## config.mk

```make
export PLATFORM = sky130hd
export DESIGN_NAME = frame_buffer_scheduler_flat
export DESIGN_NICKNAME = d
export VERILOG_FILES = /design/src/rtl/fbs_pkg.sv /design/src/rtl/frame_buffer_scheduler_if.sv /design/src/rtl/fbs_free_slot_finder.sv /design/src/rtl/frame_buffer_scheduler.sv /design/src/flat_wrapper.sv
export SDC_FILE = /design/constraint.sdc
export NUM_CORES = 1
export LEC_CHECK = 0
export CAP_MARGIN = 20
export CORE_UTILIZATION = 30
export DETAILED_ROUTE_END_ITERATION = 10
export SLEW_MARGIN = 20
export SYNTH_ARGS = -nofsm -noshare
export SYNTH_HDL_FRONTEND = slang
export SYNTH_HIERARCHICAL = 1
export SYNTH_SLANG_ARGS = --single-unit
```

## constraint.sdc

```tcl
create_clock -name sys_clk_i -period 2.4 [get_ports sys_clk_i]
set_input_delay 0.48 -clock sys_clk_i [delete_from_list [all_inputs] [get_ports sys_clk_i]]
set_output_delay 0.48 -clock sys_clk_i [all_outputs]
set_load 0.01 [all_outputs]
```

## src/rtl/fbs_pkg.sv

```systemverilog
// Shared types and constants for the frame buffer scheduler.
// Optional statistics build: FBS_FRAME_STATS_EN.
package fbs_pkg;

  localparam int MAX_BUF = 8;

  localparam logic [31:0] DEF_BASE_ADDR  = 32'h8000_0000;
  localparam logic [31:0] DEF_BUF_STRIDE = 32'h0080_0000;

  typedef logic [2:0] slot_idx_t;

  typedef enum logic [2:0] {
    S_FREE    = 3'd0,
    S_QUEUED  = 3'd1,
    S_WRITING = 3'd2,
    S_READY   = 3'd3,
    S_READING = 3'd4
  } slot_st_e;

  typedef enum logic [1:0] {
    IDLE,
    SELECT,
    PUSH
  } push_st_e;

  function automatic logic [31:0] slot_addr(
    input logic [31:0] base,
    input logic [31:0] stride,
    input slot_idx_t   idx
  );
    return base + stride * {29'd0, idx};
  endfunction

endpackage

```

## src/rtl/frame_buffer_scheduler_if.sv

```systemverilog
// DMA address FIFO / display reader bus of the frame buffer scheduler.
// Counter outputs exist only when FBS_FRAME_STATS_EN is defined.
interface frame_buffer_scheduler_if;

  logic        enable_i;
  logic        addr_fifo_full_i;
  logic        addr_fifo_wr_o;
  logic [31:0] addr_fifo_data_o;
  logic        frame_end_i;
  logic        rd_frame_req_i;
  logic [31:0] rd_addr_o;
  logic        rd_addr_valid_o;
  logic [2:0]  wr_slot_o;
  logic        wr_active_o;
`ifdef FBS_FRAME_STATS_EN
  logic [15:0] frame_cnt_o;
  logic [15:0] drop_cnt_o;
`endif

  modport slave (
`ifdef FBS_FRAME_STATS_EN
    output frame_cnt_o,
    output drop_cnt_o,
`endif
    input  enable_i,
    input  addr_fifo_full_i,
    input  frame_end_i,
    input  rd_frame_req_i,
    output addr_fifo_wr_o,
    output addr_fifo_data_o,
    output rd_addr_o,
    output rd_addr_valid_o,
    output wr_slot_o,
    output wr_active_o
  );

  modport master (
`ifdef FBS_FRAME_STATS_EN
    input  frame_cnt_o,
    input  drop_cnt_o,
`endif
    output enable_i,
    output addr_fifo_full_i,
    output frame_end_i,
    output rd_frame_req_i,
    input  addr_fifo_wr_o,
    input  addr_fifo_data_o,
    input  rd_addr_o,
    input  rd_addr_valid_o,
    input  wr_slot_o,
    input  wr_active_o
  );

endinterface

```

## src/rtl/fbs_free_slot_finder.sv

```systemverilog
// Lowest-index FREE slot finder over the slot state table.
module fbs_free_slot_finder
  import fbs_pkg::*;
#(
  parameter int NUM_BUF = 4
) (
  input  slot_st_e  state_i [NUM_BUF],
  output logic      found_o,
  output slot_idx_t idx_o
);

  always_comb begin
    found_o = 1'b0;
    idx_o   = '0;
    for (int i = NUM_BUF - 1; i >= 0; i--) begin
      if (state_i[i] == S_FREE) begin
        found_o = 1'b1;
        idx_o   = slot_idx_t'(i);
      end
    end
  end

endmodule

```

## src/rtl/frame_buffer_scheduler.sv

```systemverilog
// Frame buffer pool owner between capture DMA and display reader.
// Define FBS_FRAME_STATS_EN to add frame/drop counters.
module frame_buffer_scheduler
  import fbs_pkg::*;
#(
  parameter int          NUM_BUF    = 4,
  parameter logic [31:0] BASE_ADDR  = DEF_BASE_ADDR,
  parameter logic [31:0] BUF_STRIDE = DEF_BUF_STRIDE
) (
  input logic                      sys_clk_i,
  input logic                      rstn_i,
  frame_buffer_scheduler_if.slave  bus
);

  slot_st_e    slot_q [NUM_BUF];
  slot_st_e    slot_d [NUM_BUF];
  push_st_e    fsm_q;
  slot_idx_t   sel_q;
  logic [31:0] sel_addr_q;
  logic        fe_q;
  logic        fe_ev_q;
  logic        wr_q;
  logic [31:0] wdata_q;
  logic [31:0] rd_addr_q;
  logic        rd_val_q;
  slot_idx_t   wr_slot_q;
  logic        wr_act_q;

  logic        free_found;
  slot_idx_t   free_idx;
  logic        q_found, w_found, rdy_found, rg_found;
  slot_idx_t   q_idx, w_idx, rdy_idx, rg_idx;
  logic        sel_free;
  logic        rd_take, fe_take, push_go, wr_after, drop;
  logic        wr_act_d;
  slot_idx_t   wr_slot_d;

  fbs_free_slot_finder #(
    .NUM_BUF (NUM_BUF)
  ) u_finder (
    .state_i (slot_q),
    .found_o (free_found),
    .idx_o   (free_idx)
  );

  // Every non-FREE state is held by at most one slot.
  always_comb begin
    q_found   = 1'b0;
    w_found   = 1'b0;
    rdy_found = 1'b0;
    rg_found  = 1'b0;
    q_idx     = '0;
    w_idx     = '0;
    rdy_idx   = '0;
    rg_idx    = '0;
    sel_free  = 1'b0;
    for (int i = 0; i < NUM_BUF; i++) begin
      case (slot_q[i])
        S_QUEUED:  begin q_found   = 1'b1; q_idx   = slot_idx_t'(i); end
        S_WRITING: begin w_found   = 1'b1; w_idx   = slot_idx_t'(i); end
        S_READY:   begin rdy_found = 1'b1; rdy_idx = slot_idx_t'(i); end
        S_READING: begin rg_found  = 1'b1; rg_idx  = slot_idx_t'(i); end
        default: ;
      endcase
      if (slot_idx_t'(i) == sel_q && slot_q[i] == S_FREE)
        sel_free = 1'b1;
    end
  end

  assign rd_take  = bus.rd_frame_req_i & rdy_found;
  assign fe_take  = fe_ev_q & w_found;
  assign drop     = fe_take & rdy_found & ~rd_take;
  assign push_go  = (fsm_q == PUSH) & ~bus.addr_fifo_full_i & sel_free;
  // DMA only stays busy across a frame end if a queued address follows.
  assign wr_after = fe_take ? q_found : w_found;

  always_comb begin
    for (int i = 0; i < NUM_BUF; i++) begin
      slot_d[i] = slot_q[i];
      if (rd_take && rg_found && rg_idx == slot_idx_t'(i))
        slot_d[i] = S_FREE;
      if (rd_take && rdy_idx == slot_idx_t'(i))
        slot_d[i] = S_READING;
      if (fe_take) begin
        if (w_idx == slot_idx_t'(i))
          slot_d[i] = S_READY;
        if (drop && rdy_idx == slot_idx_t'(i))
          slot_d[i] = S_FREE;
        if (q_found && q_idx == slot_idx_t'(i))
          slot_d[i] = S_WRITING;
      end
      if (push_go && sel_q == slot_idx_t'(i))
        slot_d[i] = wr_after ? S_QUEUED : S_WRITING;
    end
  end

  always_comb begin
    wr_act_d  = 1'b0;
    wr_slot_d = '0;
    for (int i = 0; i < NUM_BUF; i++) begin
      if (slot_d[i] == S_WRITING) begin
        wr_act_d  = 1'b1;
        wr_slot_d = slot_idx_t'(i);
      end
    end
  end

  always_ff @(posedge sys_clk_i or negedge rstn_i) begin
    if (!rstn_i) begin
      for (int i = 0; i < NUM_BUF; i++)
        slot_q[i] <= S_FREE;
      fsm_q      <= IDLE;
      sel_q      <= '0;
      sel_addr_q <= '0;
      fe_q       <= 1'b0;
      fe_ev_q    <= 1'b0;
      wr_q       <= 1'b0;
      wdata_q    <= '0;
      rd_addr_q  <= '0;
      rd_val_q   <= 1'b0;
      wr_slot_q  <= '0;
      wr_act_q   <= 1'b0;
    end else begin
      for (int i = 0; i < NUM_BUF; i++)
        slot_q[i] <= slot_d[i];
      fe_q      <= bus.frame_end_i;
      fe_ev_q   <= bus.frame_end_i & ~fe_q;
      wr_q      <= 1'b0;
      wr_slot_q <= wr_slot_d;
      wr_act_q  <= wr_act_d;
      if (rd_take) begin
        rd_addr_q <= slot_addr(BASE_ADDR, BUF_STRIDE, rdy_idx);
        rd_val_q  <= 1'b1;
      end
      unique case (fsm_q)
        IDLE: begin
          if (bus.enable_i && !q_found && free_found &&
              !bus.addr_fifo_full_i)
            fsm_q <= SELECT;
        end
        SELECT: begin
          sel_q      <= free_idx;
          sel_addr_q <= slot_addr(BASE_ADDR, BUF_STRIDE, free_idx);
          fsm_q      <= PUSH;
        end
        PUSH: begin
          if (!bus.addr_fifo_full_i) begin
            fsm_q <= IDLE;
            if (sel_free) begin
              wr_q    <= 1'b1;
              wdata_q <= sel_addr_q;
            end
          end
        end
        default: fsm_q <= IDLE;
      endcase
    end
  end

`ifdef FBS_FRAME_STATS_EN
  logic [15:0] frame_cnt_q;
  logic [15:0] drop_cnt_q;

  always_ff @(posedge sys_clk_i or negedge rstn_i) begin
    if (!rstn_i) begin
      frame_cnt_q <= '0;
      drop_cnt_q  <= '0;
    end else begin
      if (fe_take && frame_cnt_q != 16'hFFFF)
        frame_cnt_q <= frame_cnt_q + 16'd1;
      if (drop && drop_cnt_q != 16'hFFFF)
        drop_cnt_q <= drop_cnt_q + 16'd1;
    end
  end

  assign bus.frame_cnt_o = frame_cnt_q;
  assign bus.drop_cnt_o  = drop_cnt_q;
`endif

  assign bus.addr_fifo_wr_o   = wr_q;
  assign bus.addr_fifo_data_o = wdata_q;
  assign bus.rd_addr_o        = rd_addr_q;
  assign bus.rd_addr_valid_o  = rd_val_q;
  assign bus.wr_slot_o        = wr_slot_q;
  assign bus.wr_active_o      = wr_act_q;

endmodule

```

## src/flat_wrapper.sv

```systemverilog
// flat-port wrapper written by rule: the top's interface ports become plain ports
module frame_buffer_scheduler_flat import fbs_pkg::*;
#(
  parameter int          NUM_BUF    = 4,
  parameter logic [31:0] BASE_ADDR  = DEF_BASE_ADDR,
  parameter logic [31:0] BUF_STRIDE = DEF_BUF_STRIDE
)
  (sys_clk_i, rstn_i, bus_enable_i, bus_addr_fifo_full_i, bus_frame_end_i, bus_rd_frame_req_i, bus_addr_fifo_wr_o, bus_addr_fifo_data_o, bus_rd_addr_o, bus_rd_addr_valid_o, bus_wr_slot_o, bus_wr_active_o);
  frame_buffer_scheduler_if bus_i ();
  input logic sys_clk_i;
  input logic rstn_i;
  input wire logic [$bits(bus_i.enable_i)-1:0] bus_enable_i;
  input wire logic [$bits(bus_i.addr_fifo_full_i)-1:0] bus_addr_fifo_full_i;
  input wire logic [$bits(bus_i.frame_end_i)-1:0] bus_frame_end_i;
  input wire logic [$bits(bus_i.rd_frame_req_i)-1:0] bus_rd_frame_req_i;
  output wire logic [$bits(bus_i.addr_fifo_wr_o)-1:0] bus_addr_fifo_wr_o;
  output wire logic [$bits(bus_i.addr_fifo_data_o)-1:0] bus_addr_fifo_data_o;
  output wire logic [$bits(bus_i.rd_addr_o)-1:0] bus_rd_addr_o;
  output wire logic [$bits(bus_i.rd_addr_valid_o)-1:0] bus_rd_addr_valid_o;
  output wire logic [$bits(bus_i.wr_slot_o)-1:0] bus_wr_slot_o;
  output wire logic [$bits(bus_i.wr_active_o)-1:0] bus_wr_active_o;
  assign bus_i.enable_i = bus_enable_i;
  assign bus_i.addr_fifo_full_i = bus_addr_fifo_full_i;
  assign bus_i.frame_end_i = bus_frame_end_i;
  assign bus_i.rd_frame_req_i = bus_rd_frame_req_i;
  assign bus_addr_fifo_wr_o = bus_i.addr_fifo_wr_o;
  assign bus_addr_fifo_data_o = bus_i.addr_fifo_data_o;
  assign bus_rd_addr_o = bus_i.rd_addr_o;
  assign bus_rd_addr_valid_o = bus_i.rd_addr_valid_o;
  assign bus_wr_slot_o = bus_i.wr_slot_o;
  assign bus_wr_active_o = bus_i.wr_active_o;
  frame_buffer_scheduler #(.NUM_BUF(NUM_BUF), .BASE_ADDR(BASE_ADDR), .BUF_STRIDE(BUF_STRIDE)) u_core (.sys_clk_i(sys_clk_i), .rstn_i(rstn_i), .bus(bus_i));
endmodule
```

==> run_results.csv, run 1 <==
group,metric,value,unit
timing,period_share,91.2,%
layout,finalNetCount,308,
synthesis,netlist_instances,270,
timing,slew_viol_final,0,
worst_hold_path,hold_path.class,"flop to flop",
drt,drt_iter0_drc,135,
setup_path,crit_slowest_cell,"dfrtp_1",
global_routing,overflow,0,
global_routing,grt_use_total,13.6,%
synthesis,synthTopCellsByArea,"dfrtp_1 30%, buf_4 18%, nand2_1 2.3%",
synthesis,syn_area_per_cell,9.63,um^2
die,die_x,95.1,um
setup_path,required,2.57,ns
synthesis,synth-async-reset-ratio,100,%
layout,fill_cells,852,
layout,area_delta_synth_final,11.2,%
setup_path,worstSetupStartpoint,"u_core/slot_q[6]",
timing,max-slew-margin-rel,61.9,%
global_routing,grt_pass1_vias,1837,
layout,postLayoutCoreUtil,34.8,%
global_routing,grt_start_max_net_pins,32,
layout,drive_gt1_share,23.4,%
setup_path,timing.critical_path.to,"u_core/bus.wr_active_o",
synthesis,ys.flop_type,"dfrtp_1",
synthesis,synth_area,2600,um^2
clock_tree,clk_pin_slew,0.07,ns
layout,antenna_cells,0,
timing,post-route-min-period,2.19,ns
global_routing,grtUsageMet3,2.63,%
die,core_area,8300,um^2
setup_path,path_cells,"nor3b_4, o41ai_4, a21oi_1, a22o_1, a21oi_2, o211ai_2",
drt,vias_per_cell,4.72,
setup_path,cp_max_fo,10,
drt,firstDrtPassIters,4,
clock_tree,cts_tree,"yes",
outcome,outcome,"finished, final reports clean",
clock_tree,numClockSinks,31,
power,power_density,843,nW/um^2
global_routing,antenna_found_initial,0,
synthesis,synth_cell_types,70,
die,start_util,31.3,%
setup_path,endpoint_kind,"flop",
clock_tree,clk_path_buf_depth,2,
die,ioPinCount,76,
setup_path,rrSetupSlack,0.21,ns
setup_path,crit_type,"flop to flop",
timing,max_freq,457,MHz
setup_path,timing.rr.end,"u_core/bus.wr_active_o",
synthesis,synth_edf_count,0,
drt,antenna_left,0,
die,dieArea,9040,um^2
timing,setup-violations-final,0,
synthesis,synth_top_area_share,29.8,%
timing,fin_setup_tns,0,ns
global_routing,busiest_layer,"met2",
power,p_leak,1.22,nW
die,die_y,95.1,um
timing,hold_violations,0,
placement,port_buffers,17,
placement,dpl.hpwl,4240,um
synthesis,ys_ff_latch,31,
drt,wirelength,5570,um
setup_path,reg2reg_from,"u_core/slot_q[6]",
setup_path,cp_slowest_stage_delay,0.62,ns
synthesis,synth_top_area_cell,"dfrtp_1",
timing,worstMarginPinSlew,0.569,ns
clock_tree,htreeDepth,2,
clock_tree,cts-buffers-inserted,5,
run,maxCapViolCount,0,
setup_path,crit_arrival,2.36,ns
clock_tree,cts_setup_buffers,0,
clock_tree,cts_root_buf,"clkbuf_8",
drt,wl_per_cell,13.6,um
synthesis,yosysMostFrequentCell,"buf_4",
drt,drcViolationCount,0,
clock_tree,clkLatencyLatePin,0.29,ns
timing,rsz0062_at_grt,"false",
synthesis,yosysWarningCount,6,
global_routing,use_met1,19.6,%
setup_path,r2r_cells,6,
global_routing,grt_use_met2,20.6,%
placement,globalplace.congestion,0.857,
synthesis,seq_area_frac_synth,29.8,%
timing,finClkSkew,0.00642,ns
global_routing,grt_pass1_wl,9410,um
setup_path,cp-start-kind,"flop",
drt,vias,1924,
power,max-vdd-ir-drop,0.514,mV
die,rows,33,
synthesis,yosys-top-cells-count,"62 x buf_4, 31 x dfrtp_1, 16 x nand2_1, 12 x nor2_1, 9 x inv_1",
## placed cells by master (no fill, tap or decap), types with 4 or more instances in the layout
cell type and instances:
a21oi_1 6, and3b_1 4, buf_4 25, clkbuf_8 6, clkdlybuf4s50_1 17, conb_1 59, dfrtp_1 31, inv_1 9
mux2_2 5, nand2_1 16, nand2b_1 4, nand3_1 5, nand3b_1 8, nand4_1 4, nor2_1 12, nor2b_1 5
nor3_1 8, nor3b_2 4, nor4_1 4, o21ai_0 6
## critical path: cells and delay by family (launching register included)
| kind | cells | cell delay (ns) |
|---|---|---|
| flops | 1 | 0.62 |
| compound gates | 5 | 1.30 |
| simple gates | 1 | 0.15 |
## cell families (layout without fill, tap and decap cells)
family          count (synthesis)  after routing  synth area share [%]
mux                             5              5                  2.17
simple gates                   97             97                  26.2
flops                          31             31                  29.8
buf+inv                        83             59                  21.9
other cells                     2             59                 0.289
compound gates                 52             52                  19.5
## per-stage QoR
stage | instance area (um^2) | setup slack (ns) | power [mW] | hold slack [ns] | instances
floorplan | 2810 | 0.441 | 1.62 | 0.184 | 327
CTS | 2880 | 0.216 | 2.44 | 0.393 | 408
finish | 2890 | 0.211 | 2.44 | 0.392 | 408
detailed placement | 2770 | -0.0288 | 1.89 | 0.382 | 400
global placement | 2770 | -0.0379 | 1.88 | 0.383 | 400
global route | 2890 | 0.106 | 2.60 | 0.400 | 408
## report_power, final
part	switching, mW	internal, mW
logic	0.498	0.471
registers	0.252	0.666
clock network	0.214	0.336
## timing repair
action,in CTS,in global routing
hold buffers,0,0
setup endpoints to repair,0,1
gates resized for setup,0,1
## layer usage
metal	part of all wire (%)	wire, um	up-vias
met5	0	0	-
met4	0.95	53	0
met3	3.7	205	5
met2	47	2590	59
li1	-	-	918
met1	49	2720	942
## sequential cells by signal, indices dropped and copies added, names as in the netlist
| register | count |
|---|---|
| u_core/sel_q | 2 |
| u_core/fe_ev_q | 1 |
| u_core/bus.rd_addr_o | 3 |
| u_core/bus.wr_active_o | 1 |
| u_core/bus.addr_fifo_data_o | 4 |
| u_core/bus.wr_slot_o | 2 |
| u_core/fe_q | 1 |
| u_core/bus.addr_fifo_wr_o | 1 |
| u_core/fsm_q | 2 |
| u_core/sel_addr_q | 2 |
| u_core/slot_q | 12 |
## how the worst min path moves through the flow
stage	slack, ns	depth (start not counted)	endpoint	startpoint
2_1_floorplan	0.18	0	u_core/bus.addr_fifo_data_o[23]	rstn_i
3_3_place_gp	0.38	1	u_core/fe_ev_q	u_core/fe_q
3_5_place_dp	0.38	1	u_core/fe_ev_q	u_core/fe_q
4_1_cts	0.39	1	u_core/fe_ev_q	u_core/fe_q
5_1_grt	0.40	1	u_core/fe_ev_q	u_core/fe_q
6_report	0.39	1	u_core/fe_ev_q	u_core/fe_q
## final cells by class
class / instances / area [um^2] / share of cell area, %
multi-input combinational: 213 / 1480 / 51.0
sequential: 31 / 776 / 26.8
timing repair buffer: 42 / 358 / 12.4
tap: 105 / 131 / 4.54
clock buffer: 6 / 82.6 / 2.86
clock inverter: 2 / 35.0 / 1.21
inverter: 9 / 33.8 / 1.17
Note: power is estimated with default switching activity, not from simulation.
==> run 2, diff against run 1 <==
--- a/config.mk
+++ b/config.mk
@@ -7,9 +7,11 @@
 export LEC_CHECK = 0
 export CAP_MARGIN = 20
 export CORE_UTILIZATION = 30
+export CTS_CLUSTER_DIAMETER = 100
 export DETAILED_ROUTE_END_ITERATION = 10
 export SLEW_MARGIN = 20
 export SYNTH_ARGS = -nofsm -noshare
 export SYNTH_HDL_FRONTEND = slang
 export SYNTH_HIERARCHICAL = 1
 export SYNTH_SLANG_ARGS = --single-unit
+export TNS_END_PERCENT = 50
==> results of run 2 <==
No change in the layout: final DEF, timing and power equal those of run 1.
